--- config.mk ---
export PLATFORM = sky130hd
export DESIGN_NAME = gray_frame_engine
export DESIGN_NICKNAME = d
export VERILOG_FILES = /design/src/rtl/gray_frame_engine.sv
export SDC_FILE = /design/constraint.sdc
export NUM_CORES = 1
export LEC_CHECK = 0
export CORE_ASPECT_RATIO = 0.75
export CORE_UTILIZATION = 53
export DETAILED_ROUTE_END_ITERATION = 8
export PLACE_DENSITY = 0.82
export SYNTH_ARGS = -nofsm -noshare
export SYNTH_HDL_FRONTEND = slang
export SYNTH_SLANG_ARGS = --single-unit
--- constraint.sdc ---
create_clock -name clk -period 1.8 [get_ports clk]
set_input_delay 0.36 -clock clk [delete_from_list [all_inputs] [get_ports clk]]
set_output_delay 0.36 -clock clk [all_outputs]
set_load 0.05 [all_outputs]
--- src/rtl/gray_frame_engine.sv ---
// Row-major RGB-to-gray frame engine, two cycles per pixel.
// Optional gray_min/gray_max statistics under `GRAY_STATS_EN.
module gray_frame_engine #(
  parameter int ROWS    = 64,
  parameter int COLS    = 64,
  parameter int CW      = 8,
  parameter int OUT_FMT = 0,
  localparam int RW     = $clog2(ROWS),
  localparam int CLW    = $clog2(COLS)
) (
  input  logic            clk,
  input  logic            rst_n,
  input  logic            start,
  input  logic [1:0]      mode,
  input  logic [3*CW-1:0] in_pix,
  output logic [RW-1:0]   row,
  output logic [CLW-1:0]  col,
  output logic            out_we,
  output logic [3*CW-1:0] out_pix,
  output logic            busy,
  output logic            gray_done
`ifdef GRAY_STATS_EN
  ,
  output logic [CW-1:0]   gray_min,
  output logic [CW-1:0]   gray_max
`endif
);

  typedef enum logic [1:0] {
    S_IDLE,
    S_FETCH,
    S_WRITE,
    S_DONE
  } state_t;

  localparam logic [RW-1:0]  LAST_R = RW'(ROWS - 1);
  localparam logic [CLW-1:0] LAST_C = CLW'(COLS - 1);

  state_t r_state, w_next;

  logic [RW-1:0]   r_row;
  logic [CLW-1:0]  r_col;
  logic            r_we;
  logic [3*CW-1:0] r_pix;
  logic            r_busy;
  logic            r_done;
  logic [1:0]      r_mode;

  logic            w_accept;
  logic            w_last;
  logic [CW-1:0]   w_gray;

  function automatic logic [CW-1:0] f_gray(
    input logic [1:0]      m,
    input logic [3*CW-1:0] p
  );
    logic [CW+1:0] r, g, b, mn, mx, s;
    r  = {2'b00, p[3*CW-1:2*CW]};
    g  = {2'b00, p[2*CW-1:CW]};
    b  = {2'b00, p[CW-1:0]};
    mn = r;
    if (g < mn) mn = g;
    if (b < mn) mn = b;
    mx = r;
    if (g > mx) mx = g;
    if (b > mx) mx = b;
    unique case (m)
      2'd0:    s = (mn + mx) >> 1;
      2'd1:    s = (r + (g << 1) + b) >> 2;
      2'd2:    s = mx;
      default: s = mn;
    endcase
    return s[CW-1:0];
  endfunction

  function automatic logic [3*CW-1:0] f_fmt(
    input logic [CW-1:0] gy
  );
    if (OUT_FMT != 0) return {gy, gy, gy};
    return {{CW{1'b0}}, gy, {CW{1'b0}}};
  endfunction

  assign w_gray   = f_gray(r_mode, in_pix);
  assign w_last   = (r_row == LAST_R) && (r_col == LAST_C);
  assign w_accept = start &&
                    (r_state == S_IDLE || r_state == S_DONE);

  always_ff @(posedge clk or negedge rst_n) begin
    if (!rst_n) r_state <= S_IDLE;
    else        r_state <= w_next;
  end

  always_comb begin
    w_next = r_state;
    unique case (r_state)
      S_IDLE:  if (start) w_next = S_FETCH;
      S_FETCH: w_next = S_WRITE;
      S_WRITE: w_next = w_last ? S_DONE : S_FETCH;
      S_DONE:  if (start) w_next = S_FETCH;
      default: w_next = S_IDLE;
    endcase
  end

  // Output pixel is formed at the FETCH edge so it is a flop in WRITE.
  always_ff @(posedge clk or negedge rst_n) begin
    if (!rst_n) begin
      r_row  <= '0;
      r_col  <= '0;
      r_we   <= 1'b0;
      r_pix  <= '0;
      r_busy <= 1'b0;
      r_done <= 1'b0;
      r_mode <= 2'd0;
    end else begin
      r_we  <= 1'b0;
      r_pix <= '0;
      if (w_accept) begin
        r_row  <= '0;
        r_col  <= '0;
        r_mode <= mode;
        r_busy <= 1'b1;
        r_done <= 1'b0;
      end
      if (r_state == S_FETCH) begin
        r_we  <= 1'b1;
        r_pix <= f_fmt(w_gray);
      end
      if (r_state == S_WRITE) begin
        if (w_last) begin
          r_row  <= '0;
          r_col  <= '0;
          r_busy <= 1'b0;
          r_done <= 1'b1;
        end else if (r_col == LAST_C) begin
          r_col <= '0;
          r_row <= r_row + 1'b1;
        end else begin
          r_col <= r_col + 1'b1;
        end
      end
    end
  end

`ifdef GRAY_STATS_EN
  logic [CW-1:0] r_gray;
  logic [CW-1:0] r_min;
  logic [CW-1:0] r_max;

  always_ff @(posedge clk or negedge rst_n) begin
    if (!rst_n) begin
      r_gray <= '0;
      r_min  <= '0;
      r_max  <= '0;
    end else begin
      if (r_state == S_FETCH) r_gray <= w_gray;
      if (w_accept) begin
        r_min <= '1;
        r_max <= '0;
      end else if (r_state == S_WRITE) begin
        if (r_gray < r_min) r_min <= r_gray;
        if (r_gray > r_max) r_max <= r_gray;
      end
    end
  end

  assign gray_min = r_min;
  assign gray_max = r_max;
`endif

  assign row       = r_row;
  assign col       = r_col;
  assign out_we    = r_we;
  assign out_pix   = r_pix;
  assign busy      = r_busy;
  assign gray_done = r_done;

endmodule

# Yosys cells after proc, flatten, opt, wreduce, memory -nomap -nowiden
# Cells that the tools add are included.
[classes] reduce_logical=7 magnitude_cmp=4 addsub=5 n_mux=24 n_eq_ne=8
[op_table] cell="$mux 6" n=8
[op_table] cell="$mux 8" n=4
[op_table] cell="$pmux 8 s3" n=1
[op_table] cell="$mux 16" n=1
[op_table] cell="$add 6x1->6 const B" n=2
[op_table] cell="$eq 6x6->1 const B" n=2
[op_table] cell="$add 10x8->10" n=1
[op_table] cell="$add 8x9->10" n=1
[op_table] cell="$gt 8x10->1" n=1
[op_table] cell="$lt 8x10->1" n=1
[op_table] cell="$add 8x8->9" n=1
[op_table] cell="$gt 8x8->1" n=1
[op_table] cell="$lt 8x8->1" n=1
[op_table] cell="$mux 1" n=7
[op_table] cell="$eq 2x2->1 const B" n=3
[op_table] cell="$pmux 2 s3" n=1
[op_table] cell="$eq 2x1->1 const B" n=2
[op_table] cell="$logic_not 2->1" n=2
[op_table] cell="$mux 2" n=2
[op_table] cell="$logic_and 1x1->1" n=2
[op_table] cell="$ne 2x1->1 const B" n=1
[op_table] cell="$reduce_bool 2->1" n=1
[op_table] cell="$reduce_or 2->1" n=1
[op_table] cell="$logic_or 1x1->1" n=1
[totals] wordCells=56 regBits=43 output_inout_bits=39

# Depth between registers and ports, before layout
[logic_depth] word_depth=7 depth_mapped=26

# Least setup slack after synthesis
# No wires, ideal clock.
[synth_path] kind="input to register" startpoint="input port in_pix[17]" endpoint="register r_pix[14] (netlist: out_pix[14])" path_slack_ns=-3.196 required_time_ns=1.718 path_stages=25 t_arrival_ns=4.914 n_path_buf=2 cell_sequence="inv_1 -> ha_1 -> nor2b_4 -> o31a_1 -> o21a_2 -> o21ai_2 -> mux2i_1 -> ha_1 -> a211oi_1 -> o211ai_1 -> o21ai_0 -> or2_2 -> buf_2 -> clkbuf_1 -> nor2_1 -> a21oi_1 -> ha_1 -> a21o_1 -> a21o_1 -> a21oi_1 -> mux2_2 -> o211ai_1 -> a21o_1 -> a21oi_1 -> o22ai_1"
[synth_via] elab_chain_cells=7
[synth_rtl] item="start: declaration" line="15" rtl="input logic [3*CW-1:0] in_pix,"
[synth_rtl] item="$lt 8x8->1 or $gt 8x8->1 (tied branches)" line="62, 65"
[synth_rtl] item="$mux 8 (on tied branches)" line="62, 65"
[synth_rtl] item="$lt 8x10->1 or $gt 8x10->1 (tied branches)" line="63, 66"
[synth_rtl] item="$mux 8 (on tied branches)" line="63, 66"
[synth_rtl] item="$add 8x8->9" line="68" rtl="2'd0: s = (mn + mx) >> 1;"
[synth_rtl] item="$pmux 8 s3 *" line="67" rtl="unique case (m)"
[synth_rtl] item="$mux 16 *" line="124" rtl="if (r_state == S_FETCH) begin"
[synth_rtl] item="end signal: assignment" line="126" rtl="r_pix <= f_fmt(w_gray);"
[synth_rtl] item="end: declaration" line="44" rtl="logic [3*CW-1:0] r_pix;"
# Mark *: on every way between the ends. The rest lies on a longest branch, timed or not.
# A chain may end at the register's enable or synchronous reset.

# Worst setup path in the final report
[layout_path] startpoint="input port in_pix[16]" endpoint="register r_pix[15] (netlist: out_pix[15])"
# The elaborated chain is that of the path after synthesis.

==> results_dict.tcl <==
set metrics [dict create \
    status "finished with violations" \
    violations "negative setup slack" \
    use_met3 0.120 \
    fin_skew_ps 6.20 \
    numCtsBuffers 3 \
    n_antenna_cell 0 \
    area_growth_syn_to_layout_pct 63.4 \
    die_w_um 94.0 \
    cpPeakStageDelay_ps 390 \
    grt_first_pass_wirelength_um 20700 \
    ys.flop_type "dfrtp_1" \
    crit_chain "clkdlybuf4s15_1, ha_2, nor2b_4, o31a_1, o21a_4, or2_4, mux2i_2, ha_1, nand4_1, nor2_2, o21a_1, buf_4, nor4_1, o22a_1, and2_4, fa_2, a21o_1, a21oi_2, o21bai_1, a21oi_2, nor2b_1, o21a_1, o31ai_2, a211oi_2" \
    core_sq_um 5980 \
    met2_usage 0.634 \
    grt_pass1_vias 4014 \
    startpoint_type "input port" \
    hp-class "in2async" \
    yosysSeqAreaShare 0.201 \
    finalCritPeriodShare 3.01 \
    slew_headroom 0.613 \
    tightest_slew_ps 578 \
    syn_area_sq_um 3360 \
    synth_seq_cells 27 \
    cp.required_ps 1960 \
    initial_utilization 0.563 \
    r2r-end "row[3]" \
    ctsHoldBuffers 0 \
    portBuffers 51 \
    pre_cts_slack_ps -3840 \
    drive_above_1_share 0.484 \
    power.leakage_nw 2.58 \
    pin_count 68 \
    drt-pass1-iter-count 8 \
    clkSlewWorstSetupHoldPaths_ps 100 \
    vias 4541 \
    ys.warnings.count 0 \
    placedCellCount 619 \
    setup_viol 13 \
    drv_cap 0 \
    fin_nets 657 \
    drt_wl_total_um 17200 \
    synth.distinct_cells 63 \
    die_h_um 71.0 \
    p_sw_frac 0.500 \
    worstPathArrival_ps 5580 \
    clkLatencyLatePin_ps 280 \
    routedWlPerCell_um 26.3 \
    endpoint_kind "register" \
    grt_most_used_layer "met2" \
    power.density_nw_per_um2 1120 \
    worst_slack_ps -3630 \
    max_freq_ghz 0.184 \
    slowest_stage "fa_2" \
    via_per_inst 6.94 \
    die_area_sq_um 6670 \
    critPathKind "in2reg" \
    cts_tree "built" \
    final_hold_viol_count 0 \
    grt.total_usage 0.406 \
    p_comb_frac 0.806 \
    rsz0062_at_grt "yes" \
    seq_power_share 0.136 \
    avgSynthCellArea_sq_um 8.66 \
    reg2reg_from "col[1]" \
    ant_nets 0 \
    worstRegToRegCells 8 \
    critPathMaxFanout 6 \
    antenna_found_initial 0 \
    post-route-drc-count 0 \
    p_int_mw 3.07 \
    cts_num_sinks 27 \
    clockPowerShare 0.058 \
    rows 24 \
    synth_edf_count 0 \
    hpwl_um 8740 \
    gr-total-overflow 0 \
    drv_slew 0 \
    cts_max_level 1 \
    vdd_drop_max_mv 0.693 \
    post-route-min-period_ps 5430 \
    synthCells 388 \
    final_cells 654 \
    clockBufferDepth 2 \
    fillers 206 \
    grt_max_degree 28 \
    synthArstFlopShare 1.00 \
    power.switching_mw 3.08 \
    rrSetupSlack_ps -40 \
    drtIter0Drc 697 \
    gp_congestion 0.982 \
    root_buffer "clkbuf_8" \
    use_met1 0.536 \
]
-- critical path, delay by kind of cell --
| family | cells | cell delay (ps) |
|---|---|---|
| adder cells (fa/ha/maj) | 3 | 990 |
| buffers and inverters | 2 | 420 |
| AO/OA/AOI/OAI | 11 | 2530 |
| AND/OR/NAND/NOR | 7 | 1040 |
| multiplexers | 1 | 200 |
-- layout by cell type (no fill, tap or decap), drive strengths merged, types with 6 or more instances in the layout --
master	netlist	final
a21o	8	8
a21oi	31	31
and2	6	6
buf	20	168
clkbuf	5	6
clkdlybuf4s50	0	12
conb	1	16
dfrtp	27	27
dlygate4sd2	0	8
fa	9	9
ha	42	42
inv	22	22
mux2	7	7
mux2i	21	21
nand2	29	29
nand3	13	13
nand4	7	7
nor2	27	27
nor3b	6	6
o211ai	7	7
o21ai	24	24
xnor2	7	7
-- Yosys cell counts, drive strengths merged (8+ instances only) --
master	count	area share
ha	42	0.16
a21oi	31	0.046
nand2	29	0.032
dfrtp	27	0.20
nor2	27	0.030
o21ai	24	0.037
inv	22	0.025
mux2i	21	0.067
buf	20	0.044
nand3	13	0.019
fa	9	0.054
a21o	8	0.018
-- timing repair --
action | in CTS | in global routing
resized for setup | 83 | 56
setup endpoints to repair | 8 | 15
pin swaps | 36 | 52
buffers inserted | 21 | 20
-- worst max path at each step --
| stage | slack [ps] | from | endpoint | cells past startpoint |
|---|---|---|---|---|
| 2_1_floorplan | -2870 | in_pix[17] | out_pix[14] | 25 |
| 3_3_place_gp | -3590 | in_pix[17] | out_pix[14] | 25 |
| 6_report | -3630 | in_pix[16] | out_pix[15] | 24 |
| 4_1_cts | -2900 | in_pix[17] | out_pix[14] | 25 |
| 3_5_place_dp | -3840 | in_pix[17] | out_pix[14] | 25 |
| 5_1_grt | -3830 | in_pix[11] | out_pix[15] | 25 |
-- metal layers --
layer	share of wire	vias up
met3	0.15	188
met4	0.093	2
met5	0.0019	-
met2	0.42	505
met1	0.33	2076
li1	-	1770
-- power by group through the flow --
stage / Clock, mW / Sequential (mW) / Combinational [mW]
after global routing: 0.375 / 0.839 / 5.07
after CTS: 0.351 / 0.817 / 4.00
after detailed placement: 0 / 0.827 / 3.62
final: 0.359 / 0.834 / 4.96
after floorplan: 0 / 1.09 / 1.97
after global placement: 0 / 0.822 / 3.48
-- logic make-up after synthesis --
logic type,synth area share
AOI/OAI and AO/OA,0.223
and+or+nand+nor,0.163
adders and majority gates,0.210
buffers and inverters,0.0785
muxes,0.0975
DFF,0.201
xor gates and xnor gates,0.0261
other,0.00112
-- registers in the layout (all words and copies together) (netlist names) --
register   flops
row            6
out_we         1
busy           1
out_pix        8
gray_done      1
col            6
r_mode         2
r_state        2
-- area by class of cell --
| cell class | instances | area, sq um | area share |
|---|---|---|---|
| clock buffer | 3 | 41.3 | 0.00752 |
| clock inverter | 1 | 5.00 | 0.000911 |
| inverter | 23 | 98.8 | 0.0180 |
| multi-input combinational | 328 | 3020 | 0.550 |
| sequential | 27 | 678 | 0.123 |
| tap | 78 | 97.6 | 0.0178 |
| timing repair buffer | 194 | 1550 | 0.282 |
-- through the flow --
stage	utilization	area [sq um]	power, mW	TNS [ps]	hold slack [ps]
finish	0.919	5490	6.15	-26330	452
global route	0.919	5490	6.28	-28300	492
CTS	0.865	5170	5.17	-21590	458
detailed placement	0.795	4750	4.44	-28890	477
global placement	0.795	4750	4.30	-27420	465
floorplan	-	3530	3.06	-20350	64.4
Note: power is estimated with default switching activity, not from simulation.
